**config.mk**
```make
export PLATFORM = sky130hd
export DESIGN_NAME = alu_op_sequencer
export DESIGN_NICKNAME = d
export VERILOG_FILES = /design/src/rtl/alu_seq_pkg.sv /design/src/rtl/alu_seq_fifo.sv /design/src/rtl/alu_op_sequencer.sv
export SDC_FILE = /design/constraint.sdc
export NUM_CORES = 1
export LEC_CHECK = 0
export ABC_AREA = 1
export BUFFER_PORTS_ARGS = -buffer_cell sky130_fd_sc_hd__buf_2
export CAP_MARGIN = 20
export CORE_UTILIZATION = 45
export CTS_BUF_LIST = sky130_fd_sc_hd__clkbuf_4
export CTS_CLUSTER_SIZE = 14
export DETAILED_ROUTE_END_ITERATION = 7
export PLACE_DENSITY = 0.7
export SETUP_SLACK_MARGIN = 0.3
export SLEW_MARGIN = 20
export SYNTH_ARGS = -nofsm -noshare
export SYNTH_HDL_FRONTEND = slang
export SYNTH_HIERARCHICAL = 1
export SYNTH_SLANG_ARGS = --single-unit
```
**constraint.sdc**
```tcl
create_clock -name clk -period 3.3 [get_ports clk]
set_clock_uncertainty 0.15 [all_clocks]
set_input_delay 0.165 -clock clk [delete_from_list [all_inputs] [get_ports clk]]
set_output_delay 0.165 -clock clk [all_outputs]
set_load 0.01 [all_outputs]
```
**src/rtl/alu_seq_pkg.sv**
```systemverilog
// Shared types and constants for the 4-bit ALU operation sequencer.
package alu_seq_pkg;

  localparam int ENTRY_W = 12;

  typedef enum logic [2:0] {
    S_IDLE,
    S_RST,
    S_OP1,
    S_OP2,
    S_OPC,
    S_CAP,
    S_RESP
  } state_e;

  typedef struct packed {
    logic [3:0] opcode;
    logic [3:0] op2;
    logic [3:0] op1;
  } entry_t;

  localparam logic [3:0] OPC_ADD  = 4'd0;
  localparam logic [3:0] OPC_SUB  = 4'd1;
  localparam logic [3:0] OPC_AND  = 4'd2;
  localparam logic [3:0] OPC_OR   = 4'd3;
  localparam logic [3:0] OPC_NOT  = 4'd4;
  localparam logic [3:0] OPC_NAND = 4'd5;
  localparam logic [3:0] OPC_NOR  = 4'd6;

  localparam int FLAG_SIGN  = 3;
  localparam int FLAG_ZERO  = 2;
  localparam int FLAG_CARRY = 1;
  localparam int FLAG_DONE  = 0;

endpackage

```
**src/rtl/alu_seq_fifo.sv**
```systemverilog
// DEPTH x 12-bit synchronous FIFO with registered full/empty flags.
module alu_seq_fifo
  import alu_seq_pkg::*;
#(
  parameter int DEPTH = 4
) (
  input  logic               clk,
  input  logic               reset,
  input  logic               push,
  input  logic [ENTRY_W-1:0] wr_data,
  input  logic               pop,
  output logic [ENTRY_W-1:0] rd_data,
  output logic               full,
  output logic               empty
);

  localparam int PTR_W = (DEPTH > 1) ? $clog2(DEPTH) : 1;

  logic [ENTRY_W-1:0] mem_q [DEPTH];
  logic [PTR_W-1:0]   wr_ptr_q, wr_ptr_d;
  logic [PTR_W-1:0]   rd_ptr_q, rd_ptr_d;
  logic [PTR_W:0]     count_q, count_d;
  logic               full_q, full_d;
  logic               empty_q, empty_d;
  logic               do_push, do_pop;

  assign do_push = push && !full_q;
  assign do_pop  = pop && !empty_q;
  assign rd_data = mem_q[rd_ptr_q];
  assign full    = full_q;
  assign empty   = empty_q;

  // Pointer/occupancy update; pointers wrap naturally since DEPTH is a power of 2.
  always_comb begin
    wr_ptr_d = wr_ptr_q + PTR_W'(do_push);
    rd_ptr_d = rd_ptr_q + PTR_W'(do_pop);
    count_d  = count_q + (PTR_W+1)'(do_push) - (PTR_W+1)'(do_pop);
    full_d   = (count_d == (PTR_W+1)'(DEPTH));
    empty_d  = (count_d == '0);
  end

  // Control state with asynchronous reset.
  always_ff @(posedge clk or negedge reset) begin
    if (!reset) begin
      wr_ptr_q <= '0;
      rd_ptr_q <= '0;
      count_q  <= '0;
      full_q   <= 1'b0;
      empty_q  <= 1'b1;
    end else begin
      wr_ptr_q <= wr_ptr_d;
      rd_ptr_q <= rd_ptr_d;
      count_q  <= count_d;
      full_q   <= full_d;
      empty_q  <= empty_d;
    end
  end

  // Storage array; contents are don't-care while the FIFO is empty.
  always_ff @(posedge clk) begin
    if (do_push) mem_q[wr_ptr_q] <= wr_data;
  end

endmodule

```
**src/rtl/alu_op_sequencer.sv**
```systemverilog
// Queues whole ALU operations and feeds them nibble-by-nibble into the
// sequential ALU, capturing each result onto a valid/ready output port.
module alu_op_sequencer
  import alu_seq_pkg::*;
#(
  parameter int DEPTH = 4,
  parameter int CNT_W = 8
) (
  input  logic             clk,
  input  logic             reset,
  input  logic             in_valid,
  output logic             in_ready,
  input  logic [3:0]       in_op1,
  input  logic [3:0]       in_op2,
  input  logic [3:0]       in_opcode,
  output logic             alu_reset,
  output logic [3:0]       alu_data,
  input  logic [3:0]       alu_result,
  input  logic [3:0]       alu_flags,
  output logic             out_valid,
  input  logic             out_ready,
  output logic [3:0]       out_result,
  output logic [2:0]       out_flags,
  output logic             out_err,
  output logic [CNT_W-1:0] ops_done
);

  state_e             state_q, state_d;
  entry_t             entry_q, entry_d;
  logic               out_valid_q, out_valid_d;
  logic [3:0]         out_result_q, out_result_d;
  logic [2:0]         out_flags_q, out_flags_d;
  logic               out_err_q, out_err_d;
  logic [CNT_W-1:0]   ops_done_q, ops_done_d;

  logic               fifo_pop, fifo_full, fifo_empty;
  logic [ENTRY_W-1:0] fifo_rd_data;
  entry_t             in_entry;

  assign in_entry   = '{opcode: in_opcode, op2: in_op2, op1: in_op1};
  assign in_ready   = !fifo_full;
  assign out_valid  = out_valid_q;
  assign out_result = out_result_q;
  assign out_flags  = out_flags_q;
  assign out_err    = out_err_q;
  assign ops_done   = ops_done_q;

  alu_seq_fifo #(.DEPTH(DEPTH)) u_fifo (
    .clk     (clk),
    .reset   (reset),
    .push    (in_valid && in_ready),
    .wr_data (in_entry),
    .pop     (fifo_pop),
    .rd_data (fifo_rd_data),
    .full    (fifo_full),
    .empty   (fifo_empty)
  );

  // Next-state, ALU drive and capture logic. ALU outputs decode from state
  // only, so an async reset to IDLE raises alu_reset without a clock edge.
  always_comb begin
    state_d      = state_q;
    entry_d      = entry_q;
    out_valid_d  = out_valid_q;
    out_result_d = out_result_q;
    out_flags_d  = out_flags_q;
    out_err_d    = out_err_q;
    ops_done_d   = ops_done_q;
    fifo_pop     = 1'b0;
    alu_reset    = 1'b0;
    alu_data     = 4'd0;
    case (state_q)
      S_IDLE: begin
        alu_reset = 1'b1;
        if (!fifo_empty) begin
          fifo_pop = 1'b1;
          entry_d  = entry_t'(fifo_rd_data);
          state_d  = S_RST;
        end
      end
      S_RST: begin
        alu_reset = 1'b1;
        state_d   = S_OP1;
      end
      S_OP1: begin
        alu_data = entry_q.op1;
        state_d  = S_OP2;
      end
      S_OP2: begin
        alu_data = entry_q.op2;
        state_d  = S_OPC;
      end
      S_OPC: begin
        alu_data = entry_q.opcode;
        state_d  = S_CAP;
      end
      S_CAP: begin
        out_result_d = alu_result;
        out_flags_d  = alu_flags[FLAG_SIGN:FLAG_CARRY];
        out_err_d    = !alu_flags[FLAG_DONE];
        out_valid_d  = 1'b1;
        state_d      = S_RESP;
      end
      S_RESP: begin
        if (out_ready) begin
          out_valid_d = 1'b0;
          if (ops_done_q != {CNT_W{1'b1}}) ops_done_d = ops_done_q + CNT_W'(1);
          if (!fifo_empty) begin
            fifo_pop = 1'b1;
            entry_d  = entry_t'(fifo_rd_data);
            state_d  = S_RST;
          end else begin
            state_d = S_IDLE;
          end
        end
      end
      default: state_d = S_IDLE;
    endcase
  end

  // Control and output registers with asynchronous reset.
  always_ff @(posedge clk or negedge reset) begin
    if (!reset) begin
      state_q      <= S_IDLE;
      out_valid_q  <= 1'b0;
      out_result_q <= 4'd0;
      out_flags_q  <= 3'd0;
      out_err_q    <= 1'b0;
      ops_done_q   <= '0;
    end else begin
      state_q      <= state_d;
      out_valid_q  <= out_valid_d;
      out_result_q <= out_result_d;
      out_flags_q  <= out_flags_d;
      out_err_q    <= out_err_d;
      ops_done_q   <= ops_done_d;
    end
  end

  // In-flight operation; only read in OP1..OPC, after it has been loaded.
  always_ff @(posedge clk) begin
    entry_q <= entry_d;
  end

endmodule

```
==> results.md, run 1 <==
* Sw Pwr at ~1.4 mW
* Maximum fanout count along the critical path at 6
* Core Util, Final at 0.562
* RSZ-0062 raised after global routing: no
* Worst Hold Class: in -> async
* Leakage component of the power at between 1.5 and 2 nW
* Length in cells of the worst reg-to-reg path at 13
* Pin count of the biggest net entering global routing at 30
* Area post-placement at ~0.0041 mm^2
* DP HPWL at around 4500 um
* Chip width at between 90 and 100 um
* Total core area at just under 0.008 mm^2
* Violation count after the first detailed-route iteration at between 100 and 150
* Num rows at 32
* Initial antenna violation count at 0
* Via count at ~2500
* TNS Setup at 0 ns
* Measured slew at the worst slew-check pin at about 0.95 ns
* Required time of the critical path at between 3 and 4 ns
* Clock network power share at 0.161
* Number of unique standard cell types used by synthesis at 29
* Number of filler cells placed in the layout at about 660
* Total Power at between 3 and 4 mW
* Number of global-route vias before repair at about 2400
* Count of input and output buffers at 46
* RD Place Congestion at 0.742
* Cells after DPL at around 480
* Outcome: finished clean
* Clock root buffer master: clkbuf_4
* Number of standard cells in the final layout excluding fillers at 517
* Net count of the mapped netlist at 364
* Arr. time, crit path at ~3 ns
* Count of state elements after synthesis at between 80 and 90
* Terminus of the critical flop-to-flop path: u_fifo/full
* Final count of pins violating max slew at 0
* Finished Cell Area at 0.00443 mm^2
* Number of nets in the layout at 438
* Inserted Clock Buffers at 9
* Gate count of the mapped netlist at around 340
* TritonCTS clock tree: yes
* Length of the first detailed-routing pass in iterations at 4
* CTS clock-pin slew for the worst setup and hold paths at about 0.15 ns
* Height of the chip at between 90 and 100 um
* Sequential cell area fraction in the yosys report at 0.675
* Critical Path Start Type: flip-flop
* Starting density of the core at 0.475
* R2r startpoint: state_q[2]
* YS warnings at 6
* Relative contribution of combinational cells to total power at 0.326
* Part of the total power dissipated in sequential elements at 0.513
* Wire length of the first global-routing pass at 11400 um
* Worst slew slack as a fraction of its limit at 0.367
* Routed wire per std cell at 13.3 um
* Post-Route Hold Slack at 0.112 ns
* Post-cts sizing count at 0
* Mapped cell area at between 0.003 and 0.004 mm^2
* Share of final-layout standard cells stronger than drive strength 1 at 0.200
* Latest clock arrival within the worst-skew pair at 0.43 ns
* Overflow left after global routing at 0
* Area growth from synthesis to final layout at 18.2%
* Cell Pwr Density at around 810 mW/mm^2
* IO Count at 47
* Slack of the critical path at roughly 0.53 ns
* Setup slack of the worst register-to-register path at 0.53 ns
* Number of levels in the clock H-tree at 3
* Overall fraction of global-route tracks in use at 0.175
* Min cycle time layout at roughly 2.8 ns
* Antenna diode count at 0
* Worst Setup Slack post-DPL at a little under 0.6 ns
* Number of setup buffers added after CTS at 0
* DRC violation count after routing at 0
* Type of destination of the critical path: flip-flop
* Total setup violations reported at the end of the flow at 0
* Worst supply voltage drop on vdd at roughly 0.00035 V
* Full die area at 0.00870 mm^2
* Max Buffers Root-to-Sink at 2
* Max-cap check violation count at 0
* Fmax achieved at 361 MHz
* Cell Int Power at 2.22 mW
* Number of nets still failing antenna checks after routing at 0
* Total routed wirelength at about 6900 um
* Sink count of the clock tree at 89
* Avg Inst Size Synth at around 11 um^2
* Final period util at 0.838
* Final count of hold timing violations at 0
* Type of the worst setup path: reg -> reg
* Via-to-Cell Ratio at 4.81
* Switching share of power at 0.381
-- routing by layer --
layer,global-route usage,part of all wire,vias to the layer above
met3,0.0472,0.041,6
met1,0.224,0.47,1161
met2,0.289,0.48,49
li1,-,-,1273
met4,0.0577,0.010,0
met5,0,0,-
-- layout make-up --
cell class | count | area [um^2] | area share
timing repair buffer | 73 | 488 | 0.110
multi-input combinational | 204 | 1020 | 0.230
clock inverter | 7 | 73.8 | 0.0167
sequential | 89 | 2530 | 0.571
tap | 102 | 128 | 0.0288
clock buffer | 9 | 67.6 | 0.0152
inverter | 33 | 126 | 0.0285
-- how the worst max path moves through the flow --
stage                           from            to  slack [ns]  depth (start not counted)
after detailed placement  state_q[2]   u_fifo/full        0.58                         13
after global routing      state_q[2]  u_fifo/empty        0.35                         13
after CTS                 state_q[2]   u_fifo/full        0.55                         13
after global placement    state_q[2]  u_fifo/empty        0.72                         13
after floorplan           state_q[2]  u_fifo/empty        0.74                         12
final                     state_q[2]   u_fifo/full        0.53                         13
-- worst max-delay path, stage by stage (launching register included) --
cell	delay, ns
dfrtp_1	0.49
nand2_2	0.12
nor2_1	0.16
nand3_1	0.10
o21ai_0	0.09
inv_1	0.07
nor2_1	0.22
xnor2_1	0.18
ha_1	0.18
inv_1	0.05
fa_1	0.47
inv_1	0.05
or2_2	0.28
nor2_1	0.12
-- synthesized netlist by cell type --
master | number | area [um^2]
buf_2 | 4 | 20.0
buf_4 | 2 | 15.0
buf_6 | 3 | 33.8
clkbuf_2 | 1 | 5.00
dfrtp_1 | 28 | 701
dfstp_2 | 1 | 26.3
edfxtp_1 | 60 | 1800
fa_1 | 1 | 20.0
ha_1 | 3 | 37.5
inv_1 | 31 | 116
inv_2 | 1 | 3.75
inv_4 | 1 | 6.26
nand2_1 | 78 | 293
nand2_2 | 1 | 6.26
nand2_4 | 1 | 11.3
nand3_1 | 14 | 70.1
nand3_2 | 1 | 10.0
nand3b_1 | 1 | 7.51
nand4_1 | 1 | 6.26
nor2_1 | 29 | 109
nor2_2 | 8 | 50.1
nor3_1 | 6 | 30.0
nor3_4 | 1 | 16.3
o21a_1 | 12 | 90.1
o21ai_0 | 26 | 130
o21ai_1 | 13 | 65.1
or2_2 | 1 | 6.26
xnor2_1 | 5 | 43.8
xor2_1 | 2 | 17.5
-- placed cells by master, fill, tap and decap left out, types with 2 or more instances in the layout --
master         instances
o21a_1                12
clkbuf_4               9
nand2_1               78
nor2_1                29
o21ai_1               13
xnor2_1                5
dlygate4sd3_1         22
nand3_1               14
edfxtp_1              60
xor2_1                 2
ha_1                   3
inv_1                 31
o21ai_0               26
buf_2                 46
inv_8                  3
nor2_2                 8
nor3_1                 6
clkinvlp_4             2
buf_4                  5
dfrtp_1               28
-- timing repair --
action / in CTS / in global routing
endpoints found under the setup margin: 0 / 0
hold endpoints to repair: 87 / 0
hold buffers: 22 / 0
-- cells by family after synthesis --
group,synth area share
simple gates,0.164
flops,0.675
compound gates,0.0761
buf+inv,0.0534
xor+xnor,0.0164
fa+ha+maj,0.0154
-- power groups by stage --
stage	Combinational, mW	Sequential (mW)	Clock [mW]
2_1_floorplan	0.912	1.77	0
3_3_place_gp	1.12	1.86	0
3_5_place_dp	1.16	1.87	0
4_1_cts	1.19	1.84	0.594
5_1_grt	1.34	1.88	0.644
6_report	1.17	1.84	0.578
-- registers in the layout (all words and copies together), names as in the netlist --
register         count
out_flags            3
u_fifo/full          1
out_valid            1
out_err              1
ops_done             8
u_fifo/count_q       3
u_fifo/rd_ptr_q      2
u_fifo/empty         1
state_q              3
entry_q             12
u_fifo/mem_q        48
u_fifo/wr_ptr_q      2
out_result           4
Note: power is estimated with default switching activity, not from simulation.
==> run 2: changes to the inputs <==
--- a/config.mk
+++ b/config.mk
@@ -12,7 +12,7 @@
 export CTS_BUF_LIST = sky130_fd_sc_hd__clkbuf_4
 export CTS_CLUSTER_SIZE = 14
 export DETAILED_ROUTE_END_ITERATION = 7
-export PLACE_DENSITY = 0.7
+export PLACE_DENSITY = 0.73
 export SETUP_SLACK_MARGIN = 0.3
 export SLEW_MARGIN = 20
 export SYNTH_ARGS = -nofsm -noshare
==> constraint.sdc (replaced) <==
create_clock -name clk -period 2.45 [get_ports clk]
set_clock_uncertainty 0.15 [all_clocks]
set_input_delay 0.1225 -clock clk [delete_from_list [all_inputs] [get_ports clk]]
set_output_delay 0.1225 -clock clk [all_outputs]
set_load 0.01 [all_outputs]
==> results.md, run 2 (same netlist as run 1, synthesis figures left out) <==
* Outcome: finished clean
* Sink count of the clock tree at 89 (unchanged)
* Part of the total power dissipated in sequential elements at 0.454 (-0.059)
* Finished Cell Area at 0.00458 mm^2 (+3.3%)
* Sw Pwr at 1.97 mW (+44%)
* Flip-flop count of the largest register after layout at 48 (unchanged)
* Leakage component of the power at 1.96 nW (+4.2%)
* RSZ-0062 raised after global routing: yes
* Cell Int Power at 3.18 mW (+43%)
* Terminus of the critical flop-to-flop path: u_fifo/empty
* DRC violation count after routing at 0 (unchanged)
* TNS Setup at 0 ns (unchanged)
* Worst supply voltage drop on vdd at 0.000481 V (+37%)
* Overall fraction of global-route tracks in use at 0.179 (+0.00371)
* Number of standard cells in the final layout excluding fillers at 530 (+2.5%)
* Type of destination of the critical path: flip-flop
* TritonCTS clock tree: yes
* Via count at 2556 (+2.7%)
* Worst Hold Class: in -> async
* Latest clock arrival within the worst-skew pair at 0.43 ns (about the same)
* Clock root buffer master: clkbuf_4
* Clock network power share at 0.157 (-0.004)
* Via-to-Cell Ratio at 4.82 (+0.17%)
* Total core area at 0.00789 mm^2 (unchanged)
* Fmax achieved at 423 MHz (+17%)
* Min cycle time layout at 2.37 ns (-0.401 ns)
* Slowest cell on crit path: fa_1
* Max Buffers Root-to-Sink at 2 (unchanged)
* Starting density of the core at 0.475 (unchanged)
* Count of input and output buffers at 46 (unchanged)
* DP HPWL at 4490 um (+0.30%)
* Final period util at 0.966 (+0.127)
* Commonest non-fill, non-tap cells in the layout: nand2_1, edfxtp_1, buf_2
* IO Count at 47 (unchanged)
* Arr. time, crit path at 2.58 ns (-0.41 ns)
* Overflow left after global routing at 0 (unchanged)
* Pin count of the biggest net entering global routing at 30 (unchanged)
* Number of levels in the clock H-tree at 3 (unchanged)
* Num rows at 32 (unchanged)
* Violation count after the first detailed-route iteration at 121 (-4.7%)
* Final count of pins violating max slew at 0 (unchanged)
* Height of the chip at 93.3 um (unchanged)
* Share of final-layout standard cells stronger than drive strength 1 at 0.248 (+0.0477)
* Routed wire per std cell at 13.5 um (+1.5%)
* Max-cap check violation count at 0 (unchanged)
* Relative contribution of combinational cells to total power at 0.389 (+0.063)
* Cell chain of the critical path: nor2_2, nand2_2, o21ai_2, inv_1, nor2_2, xnor2_1, ha_2, inv_2, fa_1, inv_1, or2_4, nor2_4
* Core Util, Final at 0.580 (+0.0186)
* Full die area at 0.00870 mm^2 (unchanged)
* Cell Pwr Density at 1120 mW/mm^2 (+39%)
* Inserted Clock Buffers at 9 (unchanged)
* Number of nets still failing antenna checks after routing at 0 (unchanged)
* Most flop-heavy register: u_fifo/mem_q
* Switching share of power at 0.382 (+0.00116)
* Number of nets in the layout at 451 (+3.0%)
* Initial antenna violation count at 0 (unchanged)
* RD Place Congestion at 0.759 (+2.3%)
* Worst Setup Slack post-DPL at 0.00237 ns (-0.581 ns)
* Total routed wirelength at 7140 um (+4.0%)
* Length of the first detailed-routing pass in iterations at 4 (unchanged)
* Type of the worst setup path: reg -> reg
* Total Power at 5.14 mW (+43%)
* Cells after DPL at 485 (+1.3%)
* R2r startpoint: state_q[2]
* Number of global-route vias before repair at 2509 (+4.6%)
* Final count of hold timing violations at 0 (unchanged)
* Worst slew slack as a fraction of its limit at 0.562 (+0.195)
* Area post-placement at 0.00413 mm^2 (+1.4%)
* Antenna diode count at 0 (unchanged)
* Slowest cell delay on critical path at 0.47 ns (-0.02 ns)
* Slack of the critical path at 0.0842 ns (-0.449 ns)
* Wire length of the first global-routing pass at 11600 um (+2.6%)
* Required time of the critical path at 2.66 ns (-0.86 ns)
* Chip width at 93.3 um (unchanged)
* Measured slew at the worst slew-check pin at 0.656 ns (-0.293 ns)
* Area growth from synthesis to final layout at 22.1%
* Maximum fanout count along the critical path at 3 (-3)
* Number of filler cells placed in the layout at 639 (-2.9%)
* Most common cell after layout, fill and taps aside: nand2_1
* CTS clock-pin slew for the worst setup and hold paths at 0.17 ns (+0.02 ns)
* Post-Route Hold Slack at 0.0675 ns (-0.0449 ns)
* Critical Path Start Type: flip-flop
* Setup slack of the worst register-to-register path at 0.08 ns (-0.45 ns)
* Length in cells of the worst reg-to-reg path at 12 (-1)
* Total setup violations reported at the end of the flow at 0 (unchanged)
==> run 2: power by group through the flow <==
stage / logic, mW / registers (mW) / clock network [mW]
6_report: 2.00 / 2.34 / 0.806
5_1_grt: 2.25 / 2.38 / 0.890
4_1_cts: 1.98 / 2.33 / 0.830
3_5_place_dp: 1.82 / 2.37 / 0
3_3_place_gp: 1.76 / 2.35 / 0
2_1_floorplan: 1.26 / 2.38 / 0
==> run 2: layer usage <==
metal | global-route usage | wire length (um) | up-vias
met5 | 0 | 0 | -
met4 | 0.0731 | 41 | 0
met3 | 0.0309 | 263 | 2
met2 | 0.303 | 3630 | 48
met1 | 0.227 | 3210 | 1216
li1 | - | - | 1290
==> run 2: worst max-delay path by stage <==
stage                           from      endpoint  slack [ns]  cells after the start
after floorplan           state_q[2]  u_fifo/empty        0.06                     12
after global placement    state_q[1]  u_fifo/empty        0.11                     12
after detailed placement  state_q[1]  u_fifo/empty       0.002                     12
after CTS                 state_q[2]  u_fifo/empty        0.06                     12
after global routing      state_q[2]  u_fifo/empty       -0.04                     12
final                     state_q[2]  u_fifo/empty        0.08                     12
==> run 2: layout make-up <==
cell class              instances  area, um^2  share of cell area
clock buffers                   9        67.6              0.0148
clock inverters                 7        81.3              0.0178
inverters                      33         126              0.0276
multi-input cells             204        1060               0.232
flip-flops and latches         89        2530               0.552
well taps                     102         128              0.0279
repair buffers                 86         586               0.128
==> run 2: what timing repair did <==
item | CTS | global route
endpoints found under the hold margin | 90 | 0
hold buffers | 22 | 0
setup endpoints to repair | 4 | 5
pin swaps | 6 | 0
resized for setup | 2 | 6
setup buffers | 7 | 0
==> run 2: worst max-delay path, delay by kind of cell, from the launching register on <==
family          cells  cell delay, ns
flops               1            0.44
xor+xnor            1            0.13
fa+ha+maj           2            0.66
buf+inv             3            0.14
simple gates        5            0.65
compound gates      1            0.11
==> run 3: changes to the inputs <==
--- a/config.mk
+++ b/config.mk
@@ -12,7 +12,7 @@
 export CTS_BUF_LIST = sky130_fd_sc_hd__clkbuf_4
 export CTS_CLUSTER_SIZE = 14
 export DETAILED_ROUTE_END_ITERATION = 7
-export PLACE_DENSITY = 0.73
+export PLACE_DENSITY = 0.7
 export SETUP_SLACK_MARGIN = 0.3
 export SLEW_MARGIN = 20
 export SYNTH_ARGS = -nofsm -noshare
==> constraint.sdc (replaced) <==
create_clock -name clk -period 2.32 [get_ports clk]
set_clock_uncertainty 0.15 [all_clocks]
set_input_delay 0.116 -clock clk [delete_from_list [all_inputs] [get_ports clk]]
set_output_delay 0.116 -clock clk [all_outputs]
set_load 0.01 [all_outputs]
==> results.md, run 3 (same netlist as run 1, synthesis figures left out) <==
* Worst supply voltage drop on vdd at 0.000573 V (+19%)
* Overflow left after global routing at 0 (unchanged)
* DRC violation count after routing at 0 (unchanged)
* Outcome: finished, violations left
* Setup slack of the worst register-to-register path at -0.12 ns (-0.21 ns)
* Cell seen most often among critical-path stages: inv_2
* Height of the chip at 93.3 um (unchanged)
* Antenna diode count at 0 (unchanged)
* Inserted Clock Buffers at 9 (unchanged)
* Commonest non-fill, non-tap cells in the layout: nand2_1, edfxtp_1, buf_2
* Cell Pwr Density at 1190 mW/mm^2 (+6.3%)
* Maximum fanout count along the critical path at 3 (unchanged)
* Wire length of the first global-routing pass at 11200 um (-3.9%)
* Latest clock arrival within the worst-skew pair at 0.41 ns (-0.02 ns)
* Share of final-layout standard cells stronger than drive strength 1 at 0.276 (+0.0288)
* Final count of hold timing violations at 0 (unchanged)
* Arr. time, crit path at 2.63 ns (+0.05 ns)
* Critical Path Start Type: flip-flop
* Required time of the critical path at 2.50 ns (-0.16 ns)
* Routed wire per std cell at 12.9 um (-4.0%)
* Min cycle time layout at 2.44 ns (+0.0791 ns)
* Failing checks: negative setup slack
* Leakage component of the power at 1.99 nW (+1.4%)
* Number of filler cells placed in the layout at 656 (+2.7%)
* Flip-flop count of the largest register after layout at 48 (unchanged)
* Type of the worst setup path: reg -> reg
* Most flop-heavy register: u_fifo/mem_q
* Fmax achieved at 409 MHz (-3.2%)
* Max-cap check violation count at 0 (unchanged)
* Sink count of the clock tree at 89 (unchanged)
* Final count of pins violating max slew at 0 (unchanged)
* Overall fraction of global-route tracks in use at 0.169 (-0.00954)
* Chip width at 93.3 um (unchanged)
* Final period util at 1.05 (+0.0882)
* Violation count after the first detailed-route iteration at 82 (-32%)
* Number of nets still failing antenna checks after routing at 0 (unchanged)
* Total Power at 5.56 mW (+8.2%)
* Total setup violations reported at the end of the flow at 2 (+2)
* Cell chain of the critical path: nor2_2, nand2_2, o21ai_2, inv_2, nor2_4, xnor2_2, ha_2, inv_2, fa_1, inv_2, or2_4, nor2_2
* Starting density of the core at 0.475 (unchanged)
* Full die area at 0.00870 mm^2 (unchanged)
* Pin count of the biggest net entering global routing at 30 (unchanged)
* DP HPWL at 4350 um (-3.2%)
* Length of the first detailed-routing pass in iterations at 4 (unchanged)
* IO Count at 47 (unchanged)
* Via-to-Cell Ratio at 4.82 (-0.15%)
* Length in cells of the worst reg-to-reg path at 12 (unchanged)
* CTS clock-pin slew for the worst setup and hold paths at 0.16 ns (about the same)
* Terminus of the critical flop-to-flop path: u_fifo/full
* Via count at 2581 (+0.98%)
* Measured slew at the worst slew-check pin at 0.652 ns (-0.00404 ns)
* Number of levels in the clock H-tree at 3 (unchanged)
* Number of nets in the layout at 457 (+1.3%)
* TNS Setup at -0.241 ns (-0.241 ns)
* Clock root buffer master: clkbuf_4
* Worst Hold Class: in -> async
* Count of input and output buffers at 46 (unchanged)
* RSZ-0062 raised after global routing: yes
* Total routed wirelength at 6930 um (-2.9%)
* Slowest cell delay on critical path at 0.50 ns (+0.03 ns)
* Most common cell after layout, fill and taps aside: nand2_1
* TritonCTS clock tree: yes
* Slowest cell on crit path: fa_1
* Initial antenna violation count at 0 (unchanged)
* Area growth from synthesis to final layout at 24.3%
* Number of global-route vias before repair at 2485 (-0.96%)
* RD Place Congestion at 0.740 (-2.6%)
* Max Buffers Root-to-Sink at 2 (unchanged)
* Worst slew slack as a fraction of its limit at 0.565 (+0.00270)
* Total core area at 0.00789 mm^2 (unchanged)
* R2r startpoint: state_q[1]
* Num rows at 32 (unchanged)
* Type of destination of the critical path: flip-flop
* Slack of the critical path at -0.125 ns (-0.209 ns)
-- run 3: repair_timing --
action / 4_1_cts / 5_1_grt
setup buffers: 5 / 4
resized for setup: 4 / 17
endpoints found under the hold margin: 90 / 0
hold buffers: 22 / 0
endpoints found under the setup margin: 8 / 8
pin swaps: 7 / 6
-- run 3: layout make-up --
class	instances	area, um^2	area share
clock buffer	9	67.6	0.0145
clock inverter	7	72.6	0.0156
inverter	33	126	0.0271
multi-input combinational	204	1100	0.235
sequential	89	2530	0.543
tap	102	128	0.0274
timing repair buffer	92	638	0.137
-- run 3: through the flow --
step / worst slack, ns / std cells / hold slack [ns] / utilization / instance area [um^2]
after global placement: -0.0227 / 489 / 0.0257 / 0.527 / 4160
final: -0.125 / 536 / 0.0881 / 0.591 / 4660
after CTS: -0.104 / 532 / 0.0793 / 0.579 / 4570
after global routing: -0.217 / 536 / 0.123 / 0.591 / 4660
after detailed placement: -0.122 / 489 / 0.0323 / 0.527 / 4160
after floorplan: -0.0683 / 336 / -0.330 / - / 3760
-- run 3: worst max-delay path by stage --
stage,from,to,slack (ns),cells after the start
after detailed placement,state_q[1],u_fifo/full,-0.12,12
after CTS,state_q[2],u_fifo/full,-0.10,12
after global routing,state_q[1],u_fifo/full,-0.22,12
final,state_q[1],u_fifo/full,-0.12,12
after floorplan,state_q[2],u_fifo/empty,-0.07,12
after global placement,state_q[1],u_fifo/empty,-0.02,12
-- run 3: routing by layer --
layer	track usage	part of all wire
met1	0.203	0.46
met3	0.0317	0.034
met2	0.301	0.50
met5	0	0
met4	0.0641	0.0069
-- run 3: power by group --
part           switching [mW]  total [mW]  internal, mW
combinational            1.29        2.24         0.942
clock                   0.579       0.832         0.252
sequential              0.245        2.49          2.25
-- run 3: worst max-delay path: cells and delay by family (launching register included) --
family          cells  cell delay (ns)
buf+inv             3             0.15
flops               1             0.44
compound gates      1             0.13
fa+ha+maj           2             0.69
simple gates        5             0.70
xor+xnor            1             0.12
